<file path="src/rtl/bus_interface_pkg.sv">
// Shared types and constants for the bus interface: response codes and the
// state sets of the handshake sequencer and the instruction/data views.
package bus_interface_pkg;

  localparam int BUS_RESP_WIDTH = 1;
  localparam logic [BUS_RESP_WIDTH-1:0] BUS_RESP_OK    = 1'b0;
  localparam logic [BUS_RESP_WIDTH-1:0] BUS_RESP_ERROR = 1'b1;

  typedef enum logic [1:0] {HS_IDLE, HS_REQ, HS_RESP} hs_state_t;

  typedef enum logic [1:0] {I_IDLE, I_REQ, I_RESP} i_state_t;

  typedef enum logic [2:0] {
    D_IDLE, D_RD_REQ, D_RD_RESP, D_WR_REQ, D_WR_RESP
  } d_state_t;

endpackage

</file>
<file path="src/rtl/bus_interface_if.sv">
// External memory bus: instruction read, data read and data write channels.
// master = bus_interface side, slave = memory side.
interface bus_interface_if
  import bus_interface_pkg::*;
#(
  parameter int ADDR_WIDTH = 32,
  parameter int DATA_WIDTH = 32
);

  logic                      ir_addr_valid;
  logic                      ir_addr_ready;
  logic [ADDR_WIDTH-1:0]     ir_addr;
  logic                      ir_data_valid;
  logic                      ir_data_ready;
  logic [DATA_WIDTH-1:0]     ir_data;

  logic                      dr_addr_valid;
  logic                      dr_addr_ready;
  logic [ADDR_WIDTH-1:0]     dr_addr;
  logic                      dr_data_valid;
  logic                      dr_data_ready;
  logic [DATA_WIDTH-1:0]     dr_data;

  logic                      dw_data_addr_valid;
  logic                      dw_data_addr_ready;
  logic [ADDR_WIDTH-1:0]     dw_addr;
  logic [DATA_WIDTH-1:0]     dw_data;
  logic [DATA_WIDTH/8-1:0]   dw_strobe;
  logic                      dw_resp_valid;
  logic                      dw_resp_ready;
  logic [BUS_RESP_WIDTH-1:0] dw_resp;

  modport master (
    output ir_addr_valid, ir_addr, ir_data_ready,
    input  ir_addr_ready, ir_data_valid, ir_data,
    output dr_addr_valid, dr_addr, dr_data_ready,
    input  dr_addr_ready, dr_data_valid, dr_data,
    output dw_data_addr_valid, dw_addr, dw_data, dw_strobe, dw_resp_ready,
    input  dw_data_addr_ready, dw_resp_valid, dw_resp
  );

  modport slave (
    input  ir_addr_valid, ir_addr, ir_data_ready,
    output ir_addr_ready, ir_data_valid, ir_data,
    input  dr_addr_valid, dr_addr, dr_data_ready,
    output dr_addr_ready, dr_data_valid, dr_data,
    input  dw_data_addr_valid, dw_addr, dw_data, dw_strobe, dw_resp_ready,
    output dw_data_addr_ready, dw_resp_valid, dw_resp
  );

endinterface

</file>
<file path="src/rtl/bus_handshake.sv">
// Generic request/response sequencer: start pulse -> request valid until
// ready -> response ready until valid -> one-cycle done pulse.
module bus_handshake
  import bus_interface_pkg::*;
(
  input  logic      clk,
  input  logic      rst,
  input  logic      start,
  output logic      req_valid,
  input  logic      req_ready,
  input  logic      resp_valid,
  output logic      resp_ready,
  output logic      done,
  output hs_state_t state
);

  hs_state_t state_nxt;

  // NOTE: sequential state uses non-blocking assignments so every process
  // sees the pre-edge value of state within the same clock edge.
  always_ff @(posedge clk) begin
    if (!rst) begin
      state <= HS_IDLE;
      done  <= 1'b0;
    end else begin
      state <= state_nxt;
      done  <= (state == HS_RESP) && resp_valid;
    end
  end

  // NOTE: state_nxt gets its default before the case so no path leaves it
  // unassigned, which would otherwise infer a latch.
  always_comb begin
    state_nxt = state;
    case (state)
      HS_IDLE: if (start)      state_nxt = HS_REQ;
      HS_REQ:  if (req_ready)  state_nxt = HS_RESP;
      HS_RESP: if (resp_valid) state_nxt = HS_IDLE;
      default:                 state_nxt = HS_IDLE;
    endcase
  end

  // Decoded straight from the state flops, so these behave as registered outputs.
  assign req_valid  = (state == HS_REQ);
  assign resp_ready = (state == HS_RESP);

endmodule

</file>
<file path="src/rtl/bus_interface.sv">
// Turns control-unit request pulses into valid/ready bus transactions and
// returns completion pulses with registered read data.
module bus_interface
  import bus_interface_pkg::*;
#(
  parameter int ADDR_WIDTH = 32,
  parameter int DATA_WIDTH = 32
) (
  input  logic                    clk,
  input  logic                    rst,
  input  logic                    inst_fetch,
  input  logic [ADDR_WIDTH-1:0]   pc,
  output logic                    inst_valid,
  output logic [DATA_WIDTH-1:0]   inst,
  input  logic                    load_data,
  input  logic                    store_data,
  input  logic [ADDR_WIDTH-1:0]   data_addr,
  input  logic [DATA_WIDTH-1:0]   data_wdata,
  input  logic [DATA_WIDTH/8-1:0] data_wstrb,
  output logic                    data_valid,
  output logic [DATA_WIDTH-1:0]   rdata,
  output logic                    bus_error,
  bus_interface_if.master         bus
);

  hs_state_t i_hs, rd_hs, wr_hs;
  i_state_t  i_state;
  d_state_t  d_state;
  logic      i_start, rd_start, wr_start;
  logic      rd_done, wr_done;

  always_comb begin
    case (i_hs)
      HS_REQ:  i_state = I_REQ;
      HS_RESP: i_state = I_RESP;
      default: i_state = I_IDLE;
    endcase
    // The write path wins if both were ever busy; starts make that impossible.
    d_state = D_IDLE;
    if      (wr_hs == HS_REQ)  d_state = D_WR_REQ;
    else if (wr_hs == HS_RESP) d_state = D_WR_RESP;
    else if (rd_hs == HS_REQ)  d_state = D_RD_REQ;
    else if (rd_hs == HS_RESP) d_state = D_RD_RESP;
  end

  assign i_start  = inst_fetch && (i_state == I_IDLE);
  assign wr_start = store_data && (d_state == D_IDLE);
  assign rd_start = load_data && !store_data && (d_state == D_IDLE);

  bus_handshake u_ir (
    .clk, .rst, .start(i_start),
    .req_valid(bus.ir_addr_valid), .req_ready(bus.ir_addr_ready),
    .resp_valid(bus.ir_data_valid), .resp_ready(bus.ir_data_ready),
    .done(inst_valid), .state(i_hs)
  );

  bus_handshake u_dr (
    .clk, .rst, .start(rd_start),
    .req_valid(bus.dr_addr_valid), .req_ready(bus.dr_addr_ready),
    .resp_valid(bus.dr_data_valid), .resp_ready(bus.dr_data_ready),
    .done(rd_done), .state(rd_hs)
  );

  bus_handshake u_dw (
    .clk, .rst, .start(wr_start),
    .req_valid(bus.dw_data_addr_valid), .req_ready(bus.dw_data_addr_ready),
    .resp_valid(bus.dw_resp_valid), .resp_ready(bus.dw_resp_ready),
    .done(wr_done), .state(wr_hs)
  );

  // Only one data path is ever active, so the OR is the read/write mux.
  assign data_valid = rd_done | wr_done;

  // NOTE: the captured address/data registers are reset because they drive
  // the bus and control unit directly and must read 0 out of reset.
  always_ff @(posedge clk) begin
    if (!rst) begin
      bus.ir_addr <= '0;
      inst        <= '0;
    end else begin
      if (i_start) bus.ir_addr <= pc;
      if (bus.ir_data_valid && bus.ir_data_ready) inst <= bus.ir_data;
    end
  end

  always_ff @(posedge clk) begin
    if (!rst) begin
      bus.dr_addr   <= '0;
      bus.dw_addr   <= '0;
      bus.dw_data   <= '0;
      bus.dw_strobe <= '0;
      rdata         <= '0;
      bus_error     <= 1'b0;
    end else begin
      if (rd_start) bus.dr_addr <= data_addr;
      if (wr_start) begin
        bus.dw_addr   <= data_addr;
        bus.dw_data   <= data_wdata;
        bus.dw_strobe <= data_wstrb;
      end
      if (bus.dr_data_valid && bus.dr_data_ready) rdata <= bus.dr_data;
      bus_error <= bus.dw_resp_valid && bus.dw_resp_ready
                   && (bus.dw_resp != BUS_RESP_OK);
    end
  end

endmodule

</file>
<file path="src/flat_wrapper.sv">
// flat-port wrapper written by rule: the top's interface ports become plain ports
module bus_interface_flat import bus_interface_pkg::*;
#(
  parameter int ADDR_WIDTH = 32,
  parameter int DATA_WIDTH = 32
)
  (clk, rst, inst_fetch, pc, inst_valid, inst, load_data, store_data, data_addr, data_wdata, data_wstrb, data_valid, rdata, bus_error, bus_ir_addr_valid, bus_ir_addr, bus_ir_data_ready, bus_ir_addr_ready, bus_ir_data_valid, bus_ir_data, bus_dr_addr_valid, bus_dr_addr, bus_dr_data_ready, bus_dr_addr_ready, bus_dr_data_valid, bus_dr_data, bus_dw_data_addr_valid, bus_dw_addr, bus_dw_data, bus_dw_strobe, bus_dw_resp_ready, bus_dw_data_addr_ready, bus_dw_resp_valid, bus_dw_resp);
  bus_interface_if #(.ADDR_WIDTH(ADDR_WIDTH), .DATA_WIDTH(DATA_WIDTH)) bus_i ();
  input  logic clk;
  input  logic rst;
  input  logic inst_fetch;
  input  logic [ADDR_WIDTH-1:0] pc;
  output logic inst_valid;
  output logic [DATA_WIDTH-1:0] inst;
  input  logic load_data;
  input  logic store_data;
  input  logic [ADDR_WIDTH-1:0] data_addr;
  input  logic [DATA_WIDTH-1:0] data_wdata;
  input  logic [DATA_WIDTH/8-1:0] data_wstrb;
  output logic data_valid;
  output logic [DATA_WIDTH-1:0] rdata;
  output logic bus_error;
  output wire logic [$bits(bus_i.ir_addr_valid)-1:0] bus_ir_addr_valid;
  output wire logic [$bits(bus_i.ir_addr)-1:0] bus_ir_addr;
  output wire logic [$bits(bus_i.ir_data_ready)-1:0] bus_ir_data_ready;
  input wire logic [$bits(bus_i.ir_addr_ready)-1:0] bus_ir_addr_ready;
  input wire logic [$bits(bus_i.ir_data_valid)-1:0] bus_ir_data_valid;
  input wire logic [$bits(bus_i.ir_data)-1:0] bus_ir_data;
  output wire logic [$bits(bus_i.dr_addr_valid)-1:0] bus_dr_addr_valid;
  output wire logic [$bits(bus_i.dr_addr)-1:0] bus_dr_addr;
  output wire logic [$bits(bus_i.dr_data_ready)-1:0] bus_dr_data_ready;
  input wire logic [$bits(bus_i.dr_addr_ready)-1:0] bus_dr_addr_ready;
  input wire logic [$bits(bus_i.dr_data_valid)-1:0] bus_dr_data_valid;
  input wire logic [$bits(bus_i.dr_data)-1:0] bus_dr_data;
  output wire logic [$bits(bus_i.dw_data_addr_valid)-1:0] bus_dw_data_addr_valid;
  output wire logic [$bits(bus_i.dw_addr)-1:0] bus_dw_addr;
  output wire logic [$bits(bus_i.dw_data)-1:0] bus_dw_data;
  output wire logic [$bits(bus_i.dw_strobe)-1:0] bus_dw_strobe;
  output wire logic [$bits(bus_i.dw_resp_ready)-1:0] bus_dw_resp_ready;
  input wire logic [$bits(bus_i.dw_data_addr_ready)-1:0] bus_dw_data_addr_ready;
  input wire logic [$bits(bus_i.dw_resp_valid)-1:0] bus_dw_resp_valid;
  input wire logic [$bits(bus_i.dw_resp)-1:0] bus_dw_resp;
  assign bus_ir_addr_valid = bus_i.ir_addr_valid;
  assign bus_ir_addr = bus_i.ir_addr;
  assign bus_ir_data_ready = bus_i.ir_data_ready;
  assign bus_i.ir_addr_ready = bus_ir_addr_ready;
  assign bus_i.ir_data_valid = bus_ir_data_valid;
  assign bus_i.ir_data = bus_ir_data;
  assign bus_dr_addr_valid = bus_i.dr_addr_valid;
  assign bus_dr_addr = bus_i.dr_addr;
  assign bus_dr_data_ready = bus_i.dr_data_ready;
  assign bus_i.dr_addr_ready = bus_dr_addr_ready;
  assign bus_i.dr_data_valid = bus_dr_data_valid;
  assign bus_i.dr_data = bus_dr_data;
  assign bus_dw_data_addr_valid = bus_i.dw_data_addr_valid;
  assign bus_dw_addr = bus_i.dw_addr;
  assign bus_dw_data = bus_i.dw_data;
  assign bus_dw_strobe = bus_i.dw_strobe;
  assign bus_dw_resp_ready = bus_i.dw_resp_ready;
  assign bus_i.dw_data_addr_ready = bus_dw_data_addr_ready;
  assign bus_i.dw_resp_valid = bus_dw_resp_valid;
  assign bus_i.dw_resp = bus_dw_resp;
  bus_interface #(.ADDR_WIDTH(ADDR_WIDTH), .DATA_WIDTH(DATA_WIDTH)) u_core (.clk(clk), .rst(rst), .inst_fetch(inst_fetch), .pc(pc), .inst_valid(inst_valid), .inst(inst), .load_data(load_data), .store_data(store_data), .data_addr(data_addr), .data_wdata(data_wdata), .data_wstrb(data_wstrb), .data_valid(data_valid), .rdata(rdata), .bus_error(bus_error), .bus(bus_i));
endmodule
</file>
<file path="config.mk">
export PLATFORM = sky130hd
export DESIGN_NAME = bus_interface_flat
export DESIGN_NICKNAME = d
export VERILOG_FILES = /design/src/rtl/bus_interface_pkg.sv /design/src/rtl/bus_interface_if.sv /design/src/rtl/bus_handshake.sv /design/src/rtl/bus_interface.sv /design/src/flat_wrapper.sv
export SDC_FILE = /design/constraint.sdc
export NUM_CORES = 1
export LEC_CHECK = 0
export ABC_CLOCK_PERIOD_IN_PS = 2850
export BUFFER_PORTS_ARGS = -buffer_cell sky130_fd_sc_hd__buf_4
export CORE_AREA = 2 2 148 150
export DETAILED_ROUTE_END_ITERATION = 10
export DIE_AREA = 0 0 150 152
export GPL_TIMING_DRIVEN = 0
export PLACE_DENSITY = 0.65
export RECOVER_POWER = 100
export SLEW_MARGIN = 20
export SYNTH_ARGS = -nofsm -noshare
export SYNTH_HDL_FRONTEND = slang
export SYNTH_SLANG_ARGS = --single-unit
</file>
<file path="constraint.sdc">
create_clock -name clk -period 2.85 [get_ports clk]
set_clock_uncertainty 0.1 [all_clocks]
set_input_delay 0 -clock clk [delete_from_list [all_inputs] [get_ports clk]]
set_output_delay 0 -clock clk [all_outputs]
set_load 0.01 [all_outputs]
</file>
# After elaboration in Yosys (flattened, before gate mapping)
# Index checks and enable logic that the tools add are counted.
# op_classes
add_sub_neg,0
mul,0
eq_ne,15
n_div,0
magnitude_cmp,0
shift,0
bitwise,1
n_mux,17
n_reduce_logical,17
# ops
cell,n
$mux 2,10
$pmux 2 s3,3
$ne 2x1->1 const B,7
$mux 3,3
$reduce_and 3->1,3
$logic_and 1x1->1,8
$logic_not 2->1,4
$eq 2x1->1 const B,3
$eq 2x2->1 const B,3
$ne 2x2->1 const B,2
$pmux 2 s2,1
$logic_not 3->1,1
$logic_not 1->1,1
$or 1x1->1,1
# word_totals
elab_cells,64
ff_bits,206
rom_bits,0
n_memories,0
ram_bits,0
out_inout_bits,205
latchBits,0
input_bits,176

# Logic depth before layout (Yosys ltp)
# depth
ltp_word,9
ltp_mapped,7
ltp_nobuf,5

# Hierarchy
# Synthesis repeated with hierarchy kept, for this count alone.
# hier_totals
hier_cells,871
hier_area_um2,7938.9
# by_module_without_submodules
mod,area_each_um2,cells_each,seq_area_each_um2,instances
bus_interface,7533.5,835,3943.8,1
bus_handshake,135.1,12,60.1,3

# Worst setup path after synthesis
# No wires, ideal clock.
# synth_timing
path_type,flip-flop to flip-flop
startpoint,reg u_core.u_ir.state[0]
endpoint,reg u_core.u_ir.state[0]
arrival_time_ns,1.486
t_required_ns,2.678
path_stages_with_launch,7
period_less_slack_ns,1.657
path_buffers,1
path_slack_ns,1.193
setup_time_ns,0.072
cell_sequence,dfxtp_1 > inv_1 > ha_1 > nand2b_1 > clkbuf_1 > a221oi_1 > mux2i_1
# synth_between
elab_chain_len,6
elab_cells_between_ends,11
classes_between,eq/ne (5); mux (2); reduce/logical (4)
# synth_rtl
item,line_no,text
start: declaration,bus_handshake.sv:14,output hs_state_t state
start signal: assignment,bus_handshake.sv:26,state <= state_nxt;
$eq 2x2->1 or $eq 2x1->1 (tied branches),"bus_handshake.sv:35, bus_interface.sv:33",
$pmux 2 s2,bus_interface.sv:33,case (i_hs)
$logic_not 2->1,bus_interface.sv:46,assign i_start = inst_fetch && (i_state == I_IDLE);
$logic_and 1x1->1,bus_interface.sv:46,
$ne 2x1->1 (no source line),--,
$reduce_and 3->1 (no source line),--,
# Parallel ways exist; a longest one is shown, timed or not.
# A chain may end at the register's enable or synchronous reset.

# Final worst setup path
# layout_timing
startpoint,reg u_core.u_ir.state[0]
endpoint,reg u_core.bus.ir_addr[0]
# layout_between
elab_chain_len,4
elab_cells_between_ends,5
classes_between,eq/ne (2); mux (1); reduce/logical (2)
# layout_rtl
item,line_no,text
$eq 2x2->1 or $eq 2x1->1 (tied branches),bus_interface.sv:33,
$pmux 2 s2 *,bus_interface.sv:33,
$logic_not 2->1 *,bus_interface.sv:46,
$logic_and 1x1->1 *,bus_interface.sv:46,
end signal: assignment,bus_interface.sv:81,if (i_start) bus.ir_addr <= pc;
end: declaration,bus_interface_if.sv:34,"output ir_addr_valid, ir_addr, ir_data_ready,"
# Every way passes the cells marked *; elsewhere a longest branch is shown, timed or not.

==> reports/metrics.cfg <==
[die]
rows = 54
die_area_um2 = 22800
die_y_um = 152
ios = 381
core_area_um2 = 21400
initial_core_util_pct = 35.7
die_w_um = 150

[power_and_ir_drop]
p_leak_nw = 5.32
power_density_nw_per_um2 = 640
total_power_mw = 8.12
vdd_drop_max_uv = 492

[critical_path]
worst_setup_path_end_kind = flip-flop
critPathRequiredTime_ps = 3190
critPathKind = flip-flop to flip-flop
crit_fanout = 5
critPathLaunchType = flip-flop
cp.arrival_ps = 3030

[synth]
synth_top_area_cell = dfxtp_1
syn_nets = 1053
synthDistinctLibCells = 35
yosysTopAreaCellShare_pct = 54.1
synth-seq-area-share_pct = 54.1
synth_edf_count = 0
syn_area_um2 = 7620
syn-instance-count = 873
yosys-top-cells-area = dfxtp_1 (54%), nand2_1 (18%), mux2i_1 (13%)
yosysWarnings = 0
postSynthAreaPerCell_um2 = 8.73
synth-async-reset-ratio_pct = 0
yosys_register_bits = 206
synthFlopType = dfxtp_1

[global_routing]
grt_usage_pct = 24.2
grt_antenna_before_repair = 1
grt_pass1_wl_um = 44500
grt_max_degree = 14
grt_pass1_vias = 8537
gr-total-overflow = 0

[timing]
tightest_slew_ps = 879
fin_crit_ps = 2690
finalCritPeriodShare_pct = 94.3
tns_ps = 0
timing.fmax_mhz = 372
rsz0062_at_grt = false
finalSetupViolations = 0
slew_viol_final = 0
final_hold_viol_count = 0
slew_headroom_pct = 41.4

[place]
gp_congestion = 0.854
dp_hpwl_um = 19700
placed_cell_area_um2 = 10800
port_buffers = 380

[finish]
most-common-layout-cells = nand2_1 (363), clkbuf_1 (262), dfxtp_1 (206)
drive_gt1_share_pct = 14.7
design_area_um2 = 12700
syn2layout_area_growth_pct = 66.4
fin_nets = 1648
final_common_cell = nand2_1

[clocking]
insertion_delay_ps = 500
htree_levels = 1
post-cts-setup-buffers = 0
cts_tree = built
clkTransAtPathRegs_ps = 60
cts_sinks = 206
hold_buffers = 191
cts_buffers = 22
ctsResizeCount = 0
root_buffer = clkbuf_16
clockBufferDepth = 3

[route]
drc = 0
via_per_inst = 4.64
vias = 8198
ant_nets = 0
wl_um = 28600
first_iter_violations = 316
wire_per_inst_um = 16.2
first_pass_iters = 4

[status]
outcome = completed

[flow_run]
maxCapViolCount = 0

[worst_hold_path]
hold_path.class = input port to flip-flop

==> synth_stat cells, types with 2 or more instances <==
library cell and count:
inv_1 6, buf_6 6, a22oi_1 2, nor2_1 4, a21oi_1 96, dfxtp_1 206
buf_2 5, buf_4 6, mux2i_1 101, nor2b_1 5, nand2_1 363, clkbuf_1 40
and2_1 2, buf_1 7, ha_1 4
==> worst paths after layout <==
check | startpoint | to | slack (ps) | depth (start not counted)
hold / removal | pc[15] | u_core.bus.ir_addr[15] | 190 | 4
setup / recovery | u_core.u_ir.state[0] | u_core.bus.ir_addr[0] | 160 | 8
setup reg to reg | u_core.u_ir.state[0] | u_core.bus.ir_addr[0] | 160 | 8
hold reg to reg | u_core.bus.ir_addr[15] | u_core.bus.ir_addr[15] | 350 | 2
==> where the power goes <==
group	internal (mW)	leakage, nW	switching [mW]	total [mW]
registers	3.16	1.68	0.152	3.31
logic	0.790	3.26	0.954	1.74
clock network	1.88	0.380	1.19	3.06
total	5.82	5.32	2.29	8.12
==> sequential cells by signal (all words and copies together) (netlist names) <==
signal / count
u_core.bus.dr_addr: 32
u_core.bus.dw_addr: 32
u_core.bus.dw_data: 32
u_core.bus.ir_addr: 32
u_core.inst: 32
u_core.rdata: 32
u_core.bus.dw_strobe: 4
u_core.u_dr.state: 2
u_core.u_dw.state: 2
u_core.u_ir.state: 2
u_core.bus_error: 1
u_core.u_dr.done: 1
u_core.u_dw.done: 1
u_core.u_ir.done: 1
==> metal layers <==
| metal | vias up | part of all wire (%) | global-route usage [%] |
|---|---|---|---|
| met5 | - | 0 | 0 |
| met4 | 0 | 3.3 | 9.30 |
| met3 | 66 | 6.8 | 5.89 |
| met2 | 280 | 50 | 42.9 |
| met1 | 3835 | 40 | 27.9 |
| li1 | 4017 | - | - |
==> kinds of logic after synthesis <==
family,count (synthesis),synth area share (%)
buffers and inverters,71,4.61
XOR/XNOR,2,0.329
AO/OA/AOI/OAI,104,7.28
flip-flops,206,54.1
AND/OR/NAND/NOR,385,19.7
multiplexers,101,13.3
adder cells (fa/ha/maj),4,0.657
==> worst max-delay path, cell delays in order (launching register included) <==
cell           delay (ps)
dfxtp_1               360
inv_1                  90
ha_1                  310
nor2b_1               110
clkbuf_1              280
nand2_1               100
dlygate4sd3_1         570
a21oi_1               140
dlygate4sd3_1         570
==> metrics by stage <==
step	cells	hold WS, ps	util, %	worst slack (ps)
floorplan	873	21.7	-	1190
global route	1765	189	59.4	36.3
global placement	1533	122	50.7	852
finish	1765	195	59.4	162
detailed placement	1533	131	50.7	812
CTS	1764	16.2	63.3	266
==> cell type report <==
class | count | area [um^2]
Buffer | 65 | 280
Timing Repair Buffer | 571 | 4000
Antenna cell | 1 | 2.50
Sequential cell | 206 | 4120
Clock buffer | 33 | 663
Inverter | 6 | 22.5
Multi-Input combinational cell | 596 | 3130
Tap cell | 280 | 350
Clock inverter | 7 | 113
Fill cell | 2033 | 8670
No activity file was read; power rests on OpenSTA's default activity.
